$ cat src/rtl/fpu_pkg.sv
// Shared FPU-path types: serial subtractor FSM states and cell op codes.
package fpu_pkg;

    typedef enum logic [1:0] {
        IDLE = 2'd0,
        SUB  = 2'd1,
        NEG  = 2'd2,
        DONE = 2'd3
    } state_e;

    localparam logic SUB_OP = 1'b1;

endpackage

$ cat src/rtl/adder_subtractor.sv
// One-bit add/subtract cell: sum = a + (b ^ op) + cin.
module AdderSubtractor (
    input  logic a_i,
    input  logic b_i,
    input  logic cin_i,
    input  logic op_i,
    output logic sum_o,
    output logic cout_o
);

    logic bx;

    assign bx     = b_i ^ op_i;
    assign sum_o  = a_i ^ bx ^ cin_i;
    assign cout_o = (a_i & bx) | (a_i & cin_i) | (bx & cin_i);

endmodule

$ cat src/rtl/serial_subtractor.sv
// Bit-serial reg1 - reg2, LSB first; a negative result gets a second
// serial pass (0 - result) to form the absolute difference.
module serial_subtractor
    import fpu_pkg::*;
#(
    parameter int WIDTH = 8
) (
    input  logic             clk,
    input  logic             rst,
    input  logic             start,
    input  logic [WIDTH-1:0] reg1,
    input  logic [WIDTH-1:0] reg2,
    output logic             busy,
    output logic             done,
    output logic [WIDTH-1:0] result,
    output logic             borrow,
    output logic [WIDTH-1:0] abs_diff,
    output logic             swap
);

    localparam int CW = (WIDTH > 1) ? $clog2(WIDTH) : 1;
    localparam logic [CW-1:0] LAST = CW'(WIDTH - 1);

    state_e           state_q, state_d;
    logic [CW-1:0]    cnt_q, cnt_d;
    logic             carry_q, carry_d;
    logic [WIDTH-1:0] op1_q, op1_d;
    logic [WIDTH-1:0] op2_q, op2_d;
    logic [WIDTH-1:0] result_q, result_d;
    logic             borrow_q, borrow_d;
    logic [WIDTH-1:0] abs_q, abs_d;

    logic cell_a, cell_b, cell_sum, cell_cout;

    AdderSubtractor u_cell (
        .a_i    (cell_a),
        .b_i    (cell_b),
        .cin_i  (carry_q),
        .op_i   (SUB_OP),
        .sum_o  (cell_sum),
        .cout_o (cell_cout)
    );

    // SUB feeds the latched operands; NEG computes 0 - result.
    always_comb begin
        cell_a = 1'b0;
        cell_b = 1'b0;
        unique case (state_q)
            SUB: begin
                cell_a = op1_q[cnt_q];
                cell_b = op2_q[cnt_q];
            end
            NEG: begin
                cell_a = 1'b0;
                cell_b = result_q[cnt_q];
            end
            default: ;
        endcase
    end

    always_comb begin
        state_d  = state_q;
        cnt_d    = cnt_q;
        carry_d  = carry_q;
        op1_d    = op1_q;
        op2_d    = op2_q;
        result_d = result_q;
        borrow_d = borrow_q;
        abs_d    = abs_q;
        unique case (state_q)
            IDLE: begin
                if (start) begin
                    op1_d    = reg1;
                    op2_d    = reg2;
                    cnt_d    = '0;
                    carry_d  = 1'b1;
                    result_d = '0;
                    borrow_d = 1'b0;
                    abs_d    = '0;
                    state_d  = SUB;
                end
            end
            SUB: begin
                result_d[cnt_q] = cell_sum;
                carry_d         = cell_cout;
                cnt_d           = cnt_q + 1'b1;
                if (cnt_q == LAST) begin
                    borrow_d = ~cell_cout;
                    cnt_d    = '0;
                    if (!cell_cout) begin
                        carry_d = 1'b1;
                        state_d = NEG;
                    end else begin
                        abs_d   = result_d;
                        state_d = DONE;
                    end
                end
            end
            NEG: begin
                abs_d[cnt_q] = cell_sum;
                carry_d      = cell_cout;
                cnt_d        = cnt_q + 1'b1;
                if (cnt_q == LAST) begin
                    cnt_d   = '0;
                    state_d = DONE;
                end
            end
            DONE: begin
                state_d = IDLE;
            end
            default: state_d = IDLE;
        endcase
    end

    always_ff @(posedge clk) begin
        if (rst) begin
            state_q  <= IDLE;
            cnt_q    <= '0;
            carry_q  <= 1'b0;
            op1_q    <= '0;
            op2_q    <= '0;
            result_q <= '0;
            borrow_q <= 1'b0;
            abs_q    <= '0;
        end else begin
            state_q  <= state_d;
            cnt_q    <= cnt_d;
            carry_q  <= carry_d;
            op1_q    <= op1_d;
            op2_q    <= op2_d;
            result_q <= result_d;
            borrow_q <= borrow_d;
            abs_q    <= abs_d;
        end
    end

    assign busy     = (state_q == SUB) || (state_q == NEG);
    assign done     = (state_q == DONE);
    assign result   = result_q;
    assign borrow   = borrow_q;
    assign abs_diff = abs_q;
    assign swap     = borrow_q;

endmodule

$ cat config.mk
export PLATFORM = sky130hd
export DESIGN_NAME = serial_subtractor
export DESIGN_NICKNAME = d
export VERILOG_FILES = /design/src/rtl/fpu_pkg.sv /design/src/rtl/adder_subtractor.sv /design/src/rtl/serial_subtractor.sv
export SDC_FILE = /design/constraint.sdc
export NUM_CORES = 1
export LEC_CHECK = 0
export ABC_AREA = 1
export ABC_CLOCK_PERIOD_IN_PS = 8150
export BUFFER_PORTS_ARGS = -buffer_cell sky130_fd_sc_hd__buf_4
export CORE_AREA = 2 2 66 68
export DETAILED_ROUTE_END_ITERATION = 10
export DIE_AREA = 0 0 68 70
export PLACE_DENSITY = 0.81
export SLEW_MARGIN = 25
export SYNTH_ARGS = -nofsm -noshare
export SYNTH_HDL_FRONTEND = slang
export SYNTH_HIERARCHICAL = 1
export SYNTH_SLANG_ARGS = --single-unit
$ cat constraint.sdc
create_clock -name clk -period 8.15 [get_ports clk]
set_clock_uncertainty 0.2 [all_clocks]
set_input_delay 1.2225 -clock clk [delete_from_list [all_inputs] [get_ports clk]]
set_output_delay 1.2225 -clock clk [all_outputs]
set_load 0.02 [all_outputs]
### Yosys cells after proc, flatten, opt, wreduce, memory -nomap -nowiden

Index checks and enable logic that the tools add are counted.

* bits of input ports: 19
* flip-flop bits (word level): 39
* output and inout port bits: 20
* word-level logic and storage cells: 73

* multiplexer cells: 31
* bitwise gates (word level): 9
* equal/unequal tests: 8
* magnitude comparators: 2
* reduce and logical (&&, ||, !) cells: 14
* add/sub/neg operators: 1

Operator list (count)
* $mux 8: 3
* $pmux 8 s3: 1
* $bwmux 8: 2
* $pmux 8 s2: 1
* $mux 1: 10
* $bmux 1 s3: 3
* $ne 2x2->1 const B: 4
* $pmux 2 s4: 1
* $reduce_and 2->1: 4
* $mux 2: 3
* $mux 3: 2
* $pmux 3 s2: 1
* $reduce_and 3->1: 2
* $eq 2x2->1 const B: 2
* $lt 3x4->1 const B: 1
* $pmux 1 s2: 2
* $reduce_and 4->1: 1
* $reduce_bool 2->1: 2
* $add 3x1->3 const B: 1
* $and 1x1->1: 3
* $demux 1 s3: 1
* $eq 3x3->1 const B: 1
* $ge 3x1->1 const B: 1
* $pmux 1 s3: 1
* other kinds (9): 12

### Longest topological paths before layout

* word-level depth: 10
* mapped depth: 22
* depth with buffers taken out: 20

### By module

The synthesis kept the hierarchy.

Modules (own cells, without submodules)
* serial_subtractor: area each 2253.4 um^2, seq. area each 780.7 um^2, cells an instance 338, times used 1
* AdderSubtractor: area each 53.8 um^2, seq. area each 0.0 um^2, cells an instance 10, times used 1

### Least setup slack after synthesis

No wires, ideal clock.

* path type: register to register
* start: register state_q[0]
* end: register abs_q[6] (netlist: abs_diff[6])
* path slack: 5.519 ns
* data required time: 7.882 ns
* arrival time: 2.363 ns
* cell stages (with the launch flop): 15
* path through: dfxtp_1 inv_1 ha_1 inv_2 a21oi_2 nand2_1 nand2_1 fa_1 inv_1 inv_1 o21ai_1 nand2_1 nand2_1 nand2_1 a21oi_2

* cells in the longest elaborated chain, start to end: 9
* elaborated cells on any way between the ends: 23
* classes of those cells: eq/ne: 5; mux: 7; bitwise: 8; reduce/logical: 3

RTL lines
* start, declared: line serial_subtractor.sv:24 `state_e state_q, state_d;`
* start signal, assigned: line serial_subtractor.sv:126 `state_q <= state_d;`
* $eq 2x2->1 / $eq 2x1->1 (equally long branches): line serial_subtractor.sv:48 `unique case (state_q)`
* $pmux 1 s2 *: line serial_subtractor.sv:48
* named net cell_b: line serial_subtractor.sv:33 `logic cell_a, cell_b, cell_sum, cell_cout;`
* $not 1->1 (no source line) *
* $xor 1x1->1 * (2 in a row): line adder_subtractor.sv:14 `assign sum_o = a_i ^ bx ^ cin_i;`
* named net cell_sum: line serial_subtractor.sv:33
* $bwmux 8: line serial_subtractor.sv:84 `result_d[cnt_q] = cell_sum;`
* $mux 8: line serial_subtractor.sv:90 `if (!cell_cout) begin`
* $mux 8: line serial_subtractor.sv:87 `if (cnt_q == LAST) begin`
* $pmux 8 s3 *: line serial_subtractor.sv:70 `unique case (state_q)`
* end signal, assigned: line serial_subtractor.sv:133 `abs_q <= abs_d;`
* end, declared: line serial_subtractor.sv:31 `logic [WIDTH-1:0] abs_q, abs_d;`

Mark *: on every way through the listed nets, which the timed path passes. The rest lies on a longest branch. The select of a mux whose other input is x is not followed.
A chain may end at the register's enable or synchronous reset.

### Final worst setup path

* start: register cnt_q[0]
* end: register abs_q[5] (netlist: abs_diff[5])

* cells in the longest elaborated chain, start to end: 10
* elaborated cells on any way between the ends: 30
* classes of those cells: order compare: 2; eq/ne: 3; mux: 15; bitwise: 8; reduce/logical: 2

RTL lines
* start, declared: line serial_subtractor.sv:25 `logic [CW-1:0] cnt_q, cnt_d;`
* start signal, assigned: line serial_subtractor.sv:127 `cnt_q <= cnt_d;`
* $bmux 1 s3 (on tied branches): line serial_subtractor.sv:55, serial_subtractor.sv:51
* $mux 1 (on tied branches): line serial_subtractor.sv:55, serial_subtractor.sv:51
* $pmux 1 s2 *: line serial_subtractor.sv:48
* named net cell_b: line serial_subtractor.sv:33
* $not 1->1 (no source line) *
* $xor 1x1->1 * (2 in a row): line adder_subtractor.sv:14
* named net cell_sum: line serial_subtractor.sv:33
* $bwmux 8: line serial_subtractor.sv:84
* $mux 8: line serial_subtractor.sv:90
* $mux 8: line serial_subtractor.sv:87
* $pmux 8 s3 *: line serial_subtractor.sv:70

Marks and branches as above.

==> reports/metrics.yaml <==
status: "finished clean"
diodes: 0
synthFlopType: "dfxtp_1"
crit_path_start_kind: "flop"
critPathCaptureType: "flop"
critPathMaxStageDelay_ns: 0.84
synthTopCellsByArea: "dfxtp_1, nand2_1, o21ai_0"
cp.buffers_inverters: 2
total_leakage_power_nw: 1.20
synth_common_cells: "nand2_1, dfxtp_1, nor2_1"
drv_slew: 0
r2r_cells: 18
drc: 0
cts_buffers: 5
irDropWorstVdd_mv: 0.204
first_iter_violations: 153
yosys.area.top_type: "dfxtp_1"
crit_family: "simple AND/OR/NAND/NOR gates"
powerDensity_nw_per_um2: 286
ys_seq_elements: 39
grtUsageTotal_pct: 24.2
cts_tree: "built"
syn2layout_area_growth_pct: 13.4
htreeDepth: 2
clockBufferDepth: 2
grt_antenna_before_repair: 0
wirelength_mm: 5.21
cts.sinks: 39
fin_crit_ns: 3.19
r2r-start: "cnt_q[0]"
netlist_area_um2: 2310
avgSynthCellArea_um2: 6.63
worst_pin_slew_ns: 0.832
cp_cell_sequence: "nand2_1 -> nand2_1 -> nand2_1 -> nand2_1 -> nand2_1 -> nand2_1 -> nand2_1 -> a21oi_2 -> nand2_1 -> nand2_1 -> fa_1 -> inv_1 -> inv_1 -> o21ai_1 -> nand2_1 -> nand2_1 -> nand2_1 -> a21oi_1"
clkPwrFrac_pct: 17.8
grt_pass1_wl_mm: 9.03
cts.reportedPaths.clkPinSlew_ns: 0.08
cp_slowest_cell: "dfxtp_1"
synth.most_common_cell: "nand2_1"
synth.distinct_cells: 30
finalInstanceArea_um2: 2620
die_y_um: 70
initial_core_util_pct: 55.7
combPwrFrac_pct: 46.4
cts_resized: 0
root_buffer: "clkbuf_8"
grt_max_degree: 24
required_ns: 8.18
slew-limit-headroom_pct: 44.5
postRouteAntennaNets: 0
holdBufCountCts: 0
fmax_mhz: 313
grt_pass1_vias: 2017
drive_gt1_share_pct: 18.6
place_area_um2: 2530
synth_top_area_share_pct: 33.8
crit_path_max_fanout: 19
num_vias: 2220
first_pass_iters: 5
ys_warn_count: 6
crit_end: "abs_diff[5]"
io_pins: 39
setup-violations-final: 0
hp-class: "flop to flop"
worstSetupPathType: "flop to flop"
clock_latency_ns: 0.29
rsz0062_at_grt: "false"
arrival_ns: 3.22
cp-startpoint: "cnt_q[0]"
rows: 24
async_reset_ff_share_pct: 0
synth_edf_count: 0
yosysSeqAreaShare_pct: 33.8
r2r-end: "abs_diff[5]"
gp_congestion: 0.849
cp.depth: 18
fin_crit_sh_pct: 39.2
syn_inst: 348
nFillCells: 408
power_frac_seq_pct: 35.8
r2r_slack_ns: 4.96
tns_ns: 0
viasPerCell: 5.17
core-area_um2: 4140
p_int_w: 0.000398
die_w_um: 68
hold_viol_final: 0
wl_per_cell_um: 12.1
dp_hpwl_mm: 3.67
crit_top_cell: "nand2_1"
grt_overflow: 0
portBuffers: 38
switching_share_pct: 46.9
post-cts-setup-buffers: 0
drv_cap: 0
p_sw_w: 0.000351
dieArea_um2: 4760
final_nets: 404
-- placed cells by master, fill, tap and decap left out --
cell type	netlist	routed
a211oi_1	1	1
a21oi_1	20	20
a21oi_2	7	7
a31oi_1	1	1
a41oi_1	1	1
buf_4	3	38
clkbuf_8	0	6
clkinv_2	0	1
conb_1	1	2
dfxtp_1	39	39
fa_1	1	1
ha_1	7	7
inv_1	14	14
inv_2	6	6
inv_4	1	1
inv_8	1	1
nand2_1	132	132
nand2_2	1	1
nand2_4	1	1
nand3_1	15	15
nand3_2	5	5
nand4_1	4	4
nor2_1	34	34
nor2_2	2	2
nor2_8	1	1
o21ai_0	29	29
o21ai_1	6	6
o21bai_1	1	1
-- layout make-up --
cell class | count | area (um^2) | share of cell area (%)
multi-input combinational | 271 | 1310 | 49.9
sequential | 39 | 781 | 29.8
timing repair buffer | 38 | 285 | 10.9
inverter | 22 | 92.6 | 3.54
clock buffer | 6 | 82.6 | 3.16
tap | 52 | 65.1 | 2.49
clock inverter | 1 | 5.00 | 0.191
-- sequential cells by signal, indices dropped and copies added (netlist names) --
register  flops
abs_diff      8
op1_q         8
op2_q         8
result        8
cnt_q         3
state_q       2
borrow        1
carry_q       1
-- cells by family after synthesis --
family | Yosys count | synth area share, %
DFF | 39 | 33.8
AOI/OAI and AO/OA | 66 | 15.9
other | 1 | 0.163
buffers and inverters | 39 | 9.76
and+or+nand+nor | 195 | 35.7
adders and majority gates | 8 | 4.66
-- worst register-to-register path, stage by stage, from the launching register on --
cell     delay [ns]
dfxtp_1        0.84
nand2_1        0.13
nand2_1        0.09
nand2_1        0.05
nand2_1        0.08
nand2_1        0.05
nand2_1        0.08
nand2_1        0.06
a21oi_2        0.17
nand2_1        0.06
nand2_1        0.08
fa_1           0.40
inv_1          0.15
inv_1          0.15
o21ai_1        0.20
nand2_1        0.08
nand2_1        0.11
nand2_1        0.05
a21oi_1        0.11
-- metrics by stage --
stage               hold slack (ns)  utilization (%)  std cells  power, W  setup slack (ns)
floorplan                     0.255                -        349  0.000561              5.52
global placement              0.270             61.0        422  0.000608              5.07
detailed placement            0.278             61.0        422  0.000617              5.00
CTS                           0.290             63.1        429  0.000752              4.98
global route                  0.314             63.1        429  0.000810              4.57
finish                        0.295             63.1        429  0.000748              4.96
-- layer usage --
layer / share of wire (%) / global-route usage [%] / vias to the layer above / routed length, um
met4: 1.3 / 7.33 / 0 / 69
met2: 48 / 38.3 / 50 / 2500
met3: 4.3 / 4.51 / 8 / 224
li1: - / - / 1174 / -
met1: 46 / 32.9 / 988 / 2410
met5: 0 / 0 / - / 0
-- power groups by stage --
stage,clock (W),combinational (W),sequential [W]
6_report,0.000133,0.000347,0.000268
5_1_grt,0.000144,0.000393,0.000272
4_1_cts,0.000138,0.000347,0.000268
3_3_place_gp,0,0.000338,0.000270
3_5_place_dp,0,0.000345,0.000272
2_1_floorplan,0,0.000310,0.000251
-- worst min path at each step --
stage / slack [ns] / endpoint / from / cells past startpoint
6_report: 0.29 / op1_q[1] / op1_q[1] / 2
5_1_grt: 0.31 / op2_q[2] / op2_q[2] / 2
4_1_cts: 0.29 / abs_diff[5] / abs_diff[5] / 2
3_5_place_dp: 0.28 / abs_diff[5] / abs_diff[5] / 2
3_3_place_gp: 0.27 / op2_q[7] / op2_q[7] / 2
2_1_floorplan: 0.25 / op1_q[1] / op1_q[1] / 2
No activity file was read; power rests on OpenSTA's default activity.
